`config.mk`:
```
export PLATFORM = sky130hd
export DESIGN_NAME = dmem_bus_ctrl_flat
export DESIGN_NICKNAME = d
export VERILOG_FILES = /design/src/rtl/dmem_bus_ctrl_if.sv /design/src/rtl/dmem_bus_ctrl.sv /design/src/flat_wrapper.sv
export SDC_FILE = /design/constraint.sdc
export NUM_CORES = 1
export LEC_CHECK = 0
export ABC_AREA = 1
export ABC_CLOCK_PERIOD_IN_PS = 1800
export BUFFER_PORTS_ARGS = -buffer_cell sky130_fd_sc_hd__buf_2
export CAP_MARGIN = 5
export CORE_ASPECT_RATIO = 1.1
export CORE_MARGIN = 4
export CORE_UTILIZATION = 30
export DETAILED_ROUTE_END_ITERATION = 8
export GPL_TIMING_DRIVEN = 0
export PLACE_DENSITY = 0.59
export REMOVE_ABC_BUFFERS = 1
export SYNTH_ARGS = -nofsm -noshare
export SYNTH_HDL_FRONTEND = slang
export SYNTH_SLANG_ARGS = --single-unit
```
`constraint.sdc`:
```
create_clock -name clk -period 1.8 [get_ports clk]
set_clock_uncertainty 0.1 [all_clocks]
set_input_delay 0.27 -clock clk [delete_from_list [all_inputs] [get_ports clk]]
set_output_delay 0.27 -clock clk [all_outputs]
set_load 0.1 [all_outputs]
```
`src/rtl/dmem_bus_ctrl_if.sv`:
```
// ============================================================================
// Module      : dmem_bus_ctrl_if
// Description : Core dmem port plus slave-side request bus of the data-memory
//               bus controller. master = controller view, slave = environment.
// Revision    : 1.0 - initial release
// ============================================================================
`default_nettype none

interface dmem_bus_ctrl_if #(
    parameter int NUM_SLAVES = 3
);
    logic                      dmem_enable;
    logic [31:0]               dmem_address;
    logic                      dmem_write_enable;
    logic [2:0]                dmem_mode;
    logic [31:0]               dmem_write_data;
    logic [31:0]               dmem_read_data;
    logic                      dmem_wait;
    logic                      dmem_error;
    logic [NUM_SLAVES-1:0]     slv_req;
    logic                      slv_we;
    logic [31:0]               slv_addr;
    logic [31:0]               slv_wdata;
    logic [3:0]                slv_byteen;
    logic [NUM_SLAVES*32-1:0]  slv_rdata;
    logic [NUM_SLAVES-1:0]     slv_ack;

    modport master (
        input  dmem_enable, dmem_address, dmem_write_enable, dmem_mode,
               dmem_write_data, slv_rdata, slv_ack,
        output dmem_read_data, dmem_wait, dmem_error, slv_req, slv_we,
               slv_addr, slv_wdata, slv_byteen
    );

    modport slave (
        output dmem_enable, dmem_address, dmem_write_enable, dmem_mode,
               dmem_write_data, slv_rdata, slv_ack,
        input  dmem_read_data, dmem_wait, dmem_error, slv_req, slv_we,
               slv_addr, slv_wdata, slv_byteen
    );
endinterface

`default_nettype wire

```
`src/rtl/dmem_bus_ctrl.sv`:
```
// ============================================================================
// Module      : dmem_bus_ctrl
// Description : Data-memory bus controller: region decode, store lane
//               formatting, load extraction, req/ack with timeout, faults.
// Revision    : 1.0 - initial release
// ============================================================================
`default_nettype none

module dmem_bus_ctrl #(
    parameter int NUM_SLAVES   = 3,
    parameter int REGION_SHIFT = 16,
    parameter logic [NUM_SLAVES*(32-REGION_SHIFT)-1:0] REGION_TAGS =
        {16'h8000, 16'h7000, 16'h0000},
    parameter int TIMEOUT      = 255
) (
    input  wire logic      clk,
    input  wire logic      reset_n,
    dmem_bus_ctrl_if.master bus
);

    localparam int          c_TAG_W    = 32 - REGION_SHIFT;
    localparam int          c_SEL_W    = (NUM_SLAVES > 1) ? $clog2(NUM_SLAVES) : 1;
    localparam logic [31:0] c_TMO_LAST = 32'(TIMEOUT - 1);

    typedef enum logic [1:0] {
        S_IDLE = 2'd0,
        S_BUSY = 2'd1,
        S_RESP = 2'd2
    } state_t;

    state_t                r_state;
    logic [c_SEL_W-1:0]    r_sel;
    logic [NUM_SLAVES-1:0] r_req;
    logic                  r_we;
    logic [2:0]            r_mode;
    logic [1:0]            r_lo;
    logic [31:0]           r_cnt;
    logic                  r_slv_we;
    logic [31:0]           r_slv_addr;
    logic [31:0]           r_slv_wdata;
    logic [3:0]            r_slv_byteen;
    logic [31:0]           r_rdata;
    logic                  r_error;

    logic                  w_hit;
    logic [c_SEL_W-1:0]    w_hit_idx;
    logic [NUM_SLAVES-1:0] w_req_oh;
    logic                  w_illegal;
    logic                  w_misal;
    logic                  w_fault;
    logic [31:0]           w_wdata;
    logic [3:0]            w_byteen;
    logic                  w_ack;
    logic [31:0]           w_rd;
    logic [31:0]           w_lane;
    logic [31:0]           w_load;

    // Descending scan so the lowest matching index is the one that sticks.
    always_comb begin
        w_hit     = 1'b0;
        w_hit_idx = '0;
        w_req_oh  = '0;
        for (int i = NUM_SLAVES - 1; i >= 0; i--) begin
            if (bus.dmem_address[31:REGION_SHIFT] == REGION_TAGS[i*c_TAG_W +: c_TAG_W]) begin
                w_hit     = 1'b1;
                w_hit_idx = c_SEL_W'(i);
                w_req_oh  = NUM_SLAVES'(1) << i;
            end
        end
    end

    always_comb begin
        w_illegal = (bus.dmem_mode == 3'd3) || (bus.dmem_mode == 3'd6) ||
                    (bus.dmem_mode == 3'd7) || (bus.dmem_write_enable && bus.dmem_mode[2]);
        w_misal   = ((bus.dmem_mode[1:0] == 2'd1) && bus.dmem_address[0]) ||
                    ((bus.dmem_mode[1:0] == 2'd2) && (bus.dmem_address[1:0] != 2'd0));
        w_fault   = w_illegal || w_misal || !w_hit;
    end

    always_comb begin
        w_wdata  = '0;
        w_byteen = 4'b1111;
        if (bus.dmem_write_enable) begin
            case (bus.dmem_mode[1:0])
                2'd0: begin
                    w_byteen = 4'b0001 << bus.dmem_address[1:0];
                    w_wdata  = {24'd0, bus.dmem_write_data[7:0]} << {bus.dmem_address[1:0], 3'b000};
                end
                2'd1: begin
                    w_byteen = bus.dmem_address[1] ? 4'b1100 : 4'b0011;
                    w_wdata  = bus.dmem_address[1] ? {bus.dmem_write_data[15:0], 16'd0}
                                                   : {16'd0, bus.dmem_write_data[15:0]};
                end
                default: w_wdata = bus.dmem_write_data;
            endcase
        end
    end

    // Only the selected slave's ack and read data are ever looked at.
    always_comb begin
        w_ack = 1'b0;
        w_rd  = '0;
        for (int i = 0; i < NUM_SLAVES; i++) begin
            if (r_sel == c_SEL_W'(i)) begin
                w_ack = bus.slv_ack[i];
                w_rd  = bus.slv_rdata[i*32 +: 32];
            end
        end
        w_lane = w_rd >> {r_lo, 3'b000};
        case (r_mode)
            3'd0:    w_load = {{24{w_lane[7]}}, w_lane[7:0]};
            3'd1:    w_load = {{16{w_lane[15]}}, w_lane[15:0]};
            3'd4:    w_load = {24'd0, w_lane[7:0]};
            3'd5:    w_load = {16'd0, w_lane[15:0]};
            default: w_load = w_rd;
        endcase
    end

    always_ff @(posedge clk or negedge reset_n) begin
        if (!reset_n) begin
            r_state      <= S_IDLE;
            r_sel        <= '0;
            r_req        <= '0;
            r_we         <= 1'b0;
            r_mode       <= 3'd0;
            r_lo         <= 2'd0;
            r_cnt        <= '0;
            r_slv_we     <= 1'b0;
            r_slv_addr   <= '0;
            r_slv_wdata  <= '0;
            r_slv_byteen <= '0;
            r_rdata      <= '0;
            r_error      <= 1'b0;
        end else begin
            case (r_state)
                S_IDLE: begin
                    if (bus.dmem_enable) begin
                        r_we   <= bus.dmem_write_enable;
                        r_mode <= bus.dmem_mode;
                        r_lo   <= bus.dmem_address[1:0];
                        r_cnt  <= '0;
                        if (w_fault) begin
                            r_state <= S_RESP;
                            r_error <= 1'b1;
                            r_rdata <= '0;
                        end else begin
                            r_state      <= S_BUSY;
                            r_sel        <= w_hit_idx;
                            r_req        <= w_req_oh;
                            r_slv_we     <= bus.dmem_write_enable;
                            r_slv_addr   <= {bus.dmem_address[31:2], 2'b00};
                            r_slv_wdata  <= w_wdata;
                            r_slv_byteen <= w_byteen;
                        end
                    end
                end
                S_BUSY: begin
                    r_cnt <= r_cnt + 32'd1;
                    if (w_ack || ((TIMEOUT != 0) && (r_cnt == c_TMO_LAST))) begin
                        r_state      <= S_RESP;
                        r_error      <= !w_ack;
                        r_rdata      <= (w_ack && !r_we) ? w_load : 32'd0;
                        r_req        <= '0;
                        r_slv_we     <= 1'b0;
                        r_slv_addr   <= '0;
                        r_slv_wdata  <= '0;
                        r_slv_byteen <= '0;
                    end
                end
                S_RESP: begin
                    r_state <= S_IDLE;
                    r_error <= 1'b0;
                    r_rdata <= '0;
                end
                default: r_state <= S_IDLE;
            endcase
        end
    end

    assign bus.dmem_wait      = (r_state == S_IDLE) ? bus.dmem_enable : (r_state == S_BUSY);
    assign bus.dmem_read_data = r_rdata;
    assign bus.dmem_error     = r_error;
    assign bus.slv_req        = r_req;
    assign bus.slv_we         = r_slv_we;
    assign bus.slv_addr       = r_slv_addr;
    assign bus.slv_wdata      = r_slv_wdata;
    assign bus.slv_byteen     = r_slv_byteen;

endmodule

`default_nettype wire

```
`src/flat_wrapper.sv`:
```
// flat-port wrapper written by rule: the top's interface ports become plain ports
module dmem_bus_ctrl_flat 
#(
    parameter int NUM_SLAVES   = 3,
    parameter int REGION_SHIFT = 16,
    parameter logic [NUM_SLAVES*(32-REGION_SHIFT)-1:0] REGION_TAGS =
        {16'h8000, 16'h7000, 16'h0000},
    parameter int TIMEOUT      = 255
)
  (clk, reset_n, bus_dmem_enable, bus_dmem_address, bus_dmem_write_enable, bus_dmem_mode, bus_dmem_write_data, bus_slv_rdata, bus_slv_ack, bus_dmem_read_data, bus_dmem_wait, bus_dmem_error, bus_slv_req, bus_slv_we, bus_slv_addr, bus_slv_wdata, bus_slv_byteen);
  dmem_bus_ctrl_if #(.NUM_SLAVES(NUM_SLAVES)) bus_i ();
  input  wire logic clk;
  input  wire logic reset_n;
  input wire logic [$bits(bus_i.dmem_enable)-1:0] bus_dmem_enable;
  input wire logic [$bits(bus_i.dmem_address)-1:0] bus_dmem_address;
  input wire logic [$bits(bus_i.dmem_write_enable)-1:0] bus_dmem_write_enable;
  input wire logic [$bits(bus_i.dmem_mode)-1:0] bus_dmem_mode;
  input wire logic [$bits(bus_i.dmem_write_data)-1:0] bus_dmem_write_data;
  input wire logic [$bits(bus_i.slv_rdata)-1:0] bus_slv_rdata;
  input wire logic [$bits(bus_i.slv_ack)-1:0] bus_slv_ack;
  output wire logic [$bits(bus_i.dmem_read_data)-1:0] bus_dmem_read_data;
  output wire logic [$bits(bus_i.dmem_wait)-1:0] bus_dmem_wait;
  output wire logic [$bits(bus_i.dmem_error)-1:0] bus_dmem_error;
  output wire logic [$bits(bus_i.slv_req)-1:0] bus_slv_req;
  output wire logic [$bits(bus_i.slv_we)-1:0] bus_slv_we;
  output wire logic [$bits(bus_i.slv_addr)-1:0] bus_slv_addr;
  output wire logic [$bits(bus_i.slv_wdata)-1:0] bus_slv_wdata;
  output wire logic [$bits(bus_i.slv_byteen)-1:0] bus_slv_byteen;
  assign bus_i.dmem_enable = bus_dmem_enable;
  assign bus_i.dmem_address = bus_dmem_address;
  assign bus_i.dmem_write_enable = bus_dmem_write_enable;
  assign bus_i.dmem_mode = bus_dmem_mode;
  assign bus_i.dmem_write_data = bus_dmem_write_data;
  assign bus_i.slv_rdata = bus_slv_rdata;
  assign bus_i.slv_ack = bus_slv_ack;
  assign bus_dmem_read_data = bus_i.dmem_read_data;
  assign bus_dmem_wait = bus_i.dmem_wait;
  assign bus_dmem_error = bus_i.dmem_error;
  assign bus_slv_req = bus_i.slv_req;
  assign bus_slv_we = bus_i.slv_we;
  assign bus_slv_addr = bus_i.slv_addr;
  assign bus_slv_wdata = bus_i.slv_wdata;
  assign bus_slv_byteen = bus_i.slv_byteen;
  dmem_bus_ctrl #(.NUM_SLAVES(NUM_SLAVES), .REGION_SHIFT(REGION_SHIFT), .REGION_TAGS(REGION_TAGS), .TIMEOUT(TIMEOUT)) u_core (.clk(clk), .reset_n(reset_n), .bus(bus_i));
endmodule
```
== Yosys cells after proc, flatten, opt, wreduce, memory -nomap -nowiden ==
Cells that the tools add are included.
Word-level totals
  register bits after elaboration: 147
  latch bits: 0
  bits in writable memories: 0
  bits in read-only memories: 0
  input bits: 170
  output and inout bits: 106
  logic and storage cells: 122
  memories: 0
Cells by class
  $add $sub $neg: 1
  $mul: 0
  div/mod/pow operators: 0
  $lt $le $gt $ge: 0
  equality and inequality tests: 19
  shift operators: 3
  mux-type cells: 57
  bitwise logic cells: 1
  reductions and logical operators: 28
Operators by type and width (count)
  32-bit 2-to-1 mux: 15
  32-bit one-hot mux with 2 select lines: 4
  32-bit one-hot mux with 4 select lines: 1
  32-bit one-hot mux with 3 select lines: 1
  32-bit by 1-bit adder with 32-bit output, second input constant: 1
  32-bit by 8-bit equality test with 1-bit output, second input constant: 1
  8-bit by 5-bit left shift with 32-bit output: 1
  32-bit by 5-bit right shift with 16-bit output: 1
  4-bit 2-to-1 mux: 5
  3-bit 2-to-1 mux: 6
  16-bit by 15-bit equality test with 1-bit output, second input constant: 1
  16-bit equality test, second input constant: 1
  16-bit zero test: 1
  4-bit one-hot mux with 2 select lines: 2
  1-bit 2-to-1 mux: 13
  3-bit equality test, second input constant: 4
  2-bit 2-to-1 mux: 6
  4-bit AND reduction: 2
  1-bit logical OR: 7
  2-bit by 1-bit equality test with 1-bit output, second input constant: 3
  2-bit equality test, second input constant: 3
  2-bit zero test: 3
  3-bit one-hot mux with 2 select lines: 1
  2-bit AND reduction: 3
  15 further kinds: 23

== Longest topological paths before layout ==
  depth in word-level cells: 9
  gate-level depth with buffers: 13
  gate-level depth less buffers: 12

== Least setup slack after synthesis ==
No wires, ideal clock.
  path type: register -> register
  start point: register u_core.r_state[1]
  end point: register u_core.r_cnt[5]
  arrival: 1.932 ns
  data required time: 1.508 ns
  path slack: -0.424 ns
  cell stages (with the launch flop): 6
  path buffers: 1
  cell sequence: dfrtp_1 nor2_2 nand2_1 nand2_1 clkbuf_1 o32ai_1
Between the ends
  word-level cells in the longest chain between the ends: 3
Ends and longest elaborated chain
  start, declared: RTL line dmem_bus_ctrl.sv:31  | state_t r_state;
  start signal, assigned: RTL line dmem_bus_ctrl.sv:121  | r_state <= S_IDLE;
  start signal, assigned: RTL line dmem_bus_ctrl.sv:143  | r_state <= S_RESP;
  start signal, assigned: RTL line dmem_bus_ctrl.sv:147  | r_state <= S_BUSY;
  2-bit by 1-bit equality test with 1-bit output or 2-bit zero test (tied branches): RTL line dmem_bus_ctrl.sv:135  | case (r_state)
  2-bit nonzero test (no line) or 2-bit inequality test (tied branches)
  2-bit AND reduction (no line)
  end signal, assigned: RTL line dmem_bus_ctrl.sv:158  | r_cnt <= r_cnt + 32'd1;
  end, declared: RTL line dmem_bus_ctrl.sv:37  | logic [31:0] r_cnt;
Several ways; a longest one is shown, not always the timed one.
A chain may end at the register's enable or synchronous reset.

== Worst setup path in the final report ==
  start point: register u_core.r_state[1]
  end point: register u_core.r_slv_wdata[6] (netlist: u_core.bus.slv_wdata[6])
Between the ends
  word-level cells in the longest chain between the ends: 3
Ends and longest elaborated chain
  2-bit by 1-bit equality test with 1-bit output or 2-bit zero test (tied branches): RTL line dmem_bus_ctrl.sv:135
  2-bit by 1-bit inequality test with 1-bit output (no line), or another cell as far along
  4-bit AND reduction (no line)
  end signal, assigned: RTL line dmem_bus_ctrl.sv:152  | r_slv_wdata <= w_wdata;
  end, declared: RTL line dmem_bus_ctrl.sv:40  | logic [31:0] r_slv_wdata;
Several ways; a longest one is shown, not always the timed one.

==> impl_metrics.csv <==
group,metric,value,unit
synthesis,synthDominantCellAreaShare,0.4120,
sta,relSlewSlack,0.5160,
finish,fin_util,0.4643,
cts,cts.path.max_buffers,2,
synthesis,yosys_most_used_dff,"dfrtp_1",
global_route,grt_max_degree,92,
floorplan,initial_core_util,0.3059,
synthesis,yosys.area_share.simple,0.3905,
sta,setup_viol,121,
outcome,violations,"setup timing",
floorplan,die_h,187.7,um
synthesis,syn_area_per_cell,6.636,sq um
sta,worst_slew_pin_slew,0.7252,ns
place,port_buffers,273,
synthesis,synthAdderAreaFrac,0.002842,
floorplan,fp.coreArea,0.02879,sq mm
worst_hold_path,hold_end,"u_core.bus.slv_addr[10]",
synthesis,syn-cell-area,0.008806,sq mm
sta,slew_viol_final,0,
floorplan,die_area,0.03216,sq mm
floorplan,rows,65,
worst_hold_path,hold_depth,4,
place,routabilityCongestion,0.9118,
sta,rsz0062_at_grt,"yes",
setup_path,crit_fanout,8,
detailed_routing,drt-wirelength-per-cell,18.64,um
synthesis,synth_compound_area_frac,0.1003,
sta,tns,-37.70,ns
cts,cts_tree,"built",
finish,area_growth,51.79,%
sta,fin_crit_sh,1.235,
outcome,status,"finished, violations left",
cts,cts_buffers,17,
synthesis,yosysWarningCount,0,
setup_path,start_kind,"register",
global_route,grt_pass1_wl,55.52,mm
setup_path,crit_arrival,2.44,ns
place,dp_slack,-4.017,ns
detailed_routing,routed_wl,38.38,mm
synthesis,synth_seq_cells,145,
flow_run,maxCapViolCount,0,
detailed_routing,drcViolationCount,0,
sta,hold_slack,0.06039,ns
detailed_routing,drt_pre_antenna_iters,5,
cts,clockRootBuffer,"clkbuf_16",
power,power,0.01087,W
setup_path,reg2reg_from,"u_core.r_state[1]",
setup_path,critPathKind,"register to register",
floorplan,ios,276,
synthesis,synth-xor-area-share,0.008951,
synthesis,synthArstFlopShare,1.000,
detailed_routing,drtIter0Drc,827,
global_route,grt.total_usage,0.2196,
setup_path,worst_setup_path_end_kind,"register",
cts,clk_latency,0.42,ns
synthesis,synth.distinct_cells,38,
synthesis,synth.area.top_cells,"dfrtp_1, nand2_1, nand3_1",
floorplan,die_w,171.4,um
sta,period_minus_slack,2.224,ns
sta,worst_slack,-0.4236,ns
synthesis,yosysTopAreaCell,"dfrtp_1",
synthesis,ys_seq_area_frac,0.4120,
synthesis,synth_edf_count,0,
detailed_routing,vias,10500,
setup_path,worst-endpoint-required,2.02,ns
cts,clkTransAtPathRegs,0.07,ns
power,p_leak,6.813,nW
setup_path,r2r_end,"u_core.bus.slv_wdata[6]",
worst_hold_path,worstHoldStart,"bus_dmem_address[10]",
power,power.density,813.4,mW/mm^2
cts,cts_htree_levels,4,
synthesis,muxShareOfSynthArea,0,
global_route,grt_pass1_vias,9972,
global_route,antenna_found_initial,3,
finish,nNetsFinal,1848,
synthesis,synth_top_family_by_area,"simple AND/OR/NAND/NOR gates",
detailed_routing,viasPerCell,5.099,
sta,hold_viol_final,0,
worst_hold_path,min_path_type,"input pin to register",
sta,timing.fmax,449.7,MHz
finish,drive_gt1_frac,0.3677,
synthesis,netlist_instances,1327,
detailed_routing,ant_nets,0,
power,peakVddDrop,0.0006174,V
setup_path,rrSetupSlack,-0.42,ns
global_route,grt-ovfl-total,0,
setup_path,reg2reg_depth,12,
cts,cts.sinks,145,
place,place_hpwl,22.95,mm
-- critical path, stage by stage, from the launching register on --
cell	delay [ns]
dfrtp_2	0.45
nor2_4	0.15
clkbuf_16	0.15
clkinvlp_4	0.18
nand2_8	0.13
clkinvlp_4	0.09
buf_8	0.13
a21oi_4	0.13
buf_12	0.16
buf_12	0.16
nand2_8	0.11
nand2_4	0.11
nand2_2	0.05
-- cells in the final DEF, fill, tap and decap left out, drive strengths merged, types with 9 or more instances in the layout --
cell type / netlist / layout
a21oi: 62 / 63
buf: 36 / 366
clkbuf: 33 / 23
clkinvlp: 0 / 14
dfrtp: 145 / 145
inv: 111 / 113
nand2: 512 / 521
nand3: 120 / 124
nand3b: 17 / 17
nand4: 10 / 10
nor2: 117 / 120
nor3: 32 / 32
nor4: 9 / 9
o21ai: 85 / 85
-- what timing repair did --
action,4_1_cts,5_1_grt
resized for setup,157,153
setup buffers,64,27
gates cloned,23,7
setup endpoints to repair,138,134
pin swaps,27,58
hold buffers,1,0
hold endpoints to repair,54,0
-- cells in the mapped netlist, types with 7 or more instances --
master and number:
o21ai_0 85, nand4_1 10, nand2_1 511, nand3b_1 17, buf_1 8, nand3_1 117
o22ai_1 7, nor2_1 113, buf_2 19, xor2_1 8, nor3_1 31, clkbuf_1 33
a21oi_1 61, dfrtp_1 145, inv_1 107, nor4_1 9
-- where the power goes --
part           total [W]  switching (W)  internal (W)
clock network    0.00370        0.00157       0.00213
registers        0.00369       0.000203       0.00348
logic            0.00348        0.00268      0.000798
total             0.0109        0.00446       0.00641
-- how the worst max path moves through the flow --
stage,cells past startpoint,slack [ns],startpoint,endpoint
after global placement,9,-8.54,u_core.r_state[0],u_core.bus.slv_addr[20]
after floorplan,9,-5.25,u_core.r_state[0],u_core.bus.slv_addr[16]
after CTS,12,-0.40,u_core.r_state[1],u_core.bus.slv_req[2]
after detailed placement,10,-4.02,u_core.r_state[0],u_core.bus.slv_addr[25]
final,12,-0.42,u_core.r_state[1],u_core.bus.slv_wdata[6]
after global routing,12,-0.48,u_core.r_state[1],u_core.bus.slv_wdata[0]
-- stage by stage --
stage / cells / cell area [sq um]
2_1_floorplan: 1259 / 8482
4_1_cts: 2024 / 12470
3_5_place_dp: 1904 / 10420
6_report: 2059 / 13370
5_1_grt: 2059 / 13370
3_3_place_gp: 1900 / 10310
-- per-layer routing --
metal / global-route usage / wire length, um / vias up
li1: - / - / 5002
met1: 0.2687 / 15150 / 4969
met2: 0.3818 / 19140 / 464
met3: 0.04491 / 2990 / 62
met4: 0.07620 / 1083 / 2
met5: 0 / 13 / -
-- registers in the layout, summed over array words and instances, names as in the netlist --
name and cells:
u_core.bus.dmem_error 1, u_core.bus.dmem_read_data 32, u_core.bus.slv_addr 30, u_core.bus.slv_byteen 4, u_core.bus.slv_req 3, u_core.bus.slv_wdata 32
u_core.bus.slv_we 1, u_core.r_cnt 32, u_core.r_lo 2, u_core.r_mode 3, u_core.r_sel 2, u_core.r_state 2
u_core.r_we 1
-- cell families after synthesis --
kind of cell               after synthesis
AOI/OAI and AO/OA                      166
xor gates and xnor gates                 9
adders and majority gates                2
buffers and inverters                  181
DFF                                    145
other                                    1
and+or+nand+nor                        823
-- layout make-up --
| type | count | area, sq um |
|---|---|---|
| clock inverter | 14 | 168.9 |
| fill | 2866 | 15420 |
| sequential | 145 | 3647 |
| timing repair inverter | 5 | 31.28 |
| timing repair buffer | 373 | 2530 |
| tap | 368 | 460.4 |
| clock buffer | 18 | 439.2 |
| multi-input combinational | 1022 | 5599 |
| antenna | 2 | 5.005 |
| inverter | 112 | 485.5 |
Power figures use the tool's default switching activity.
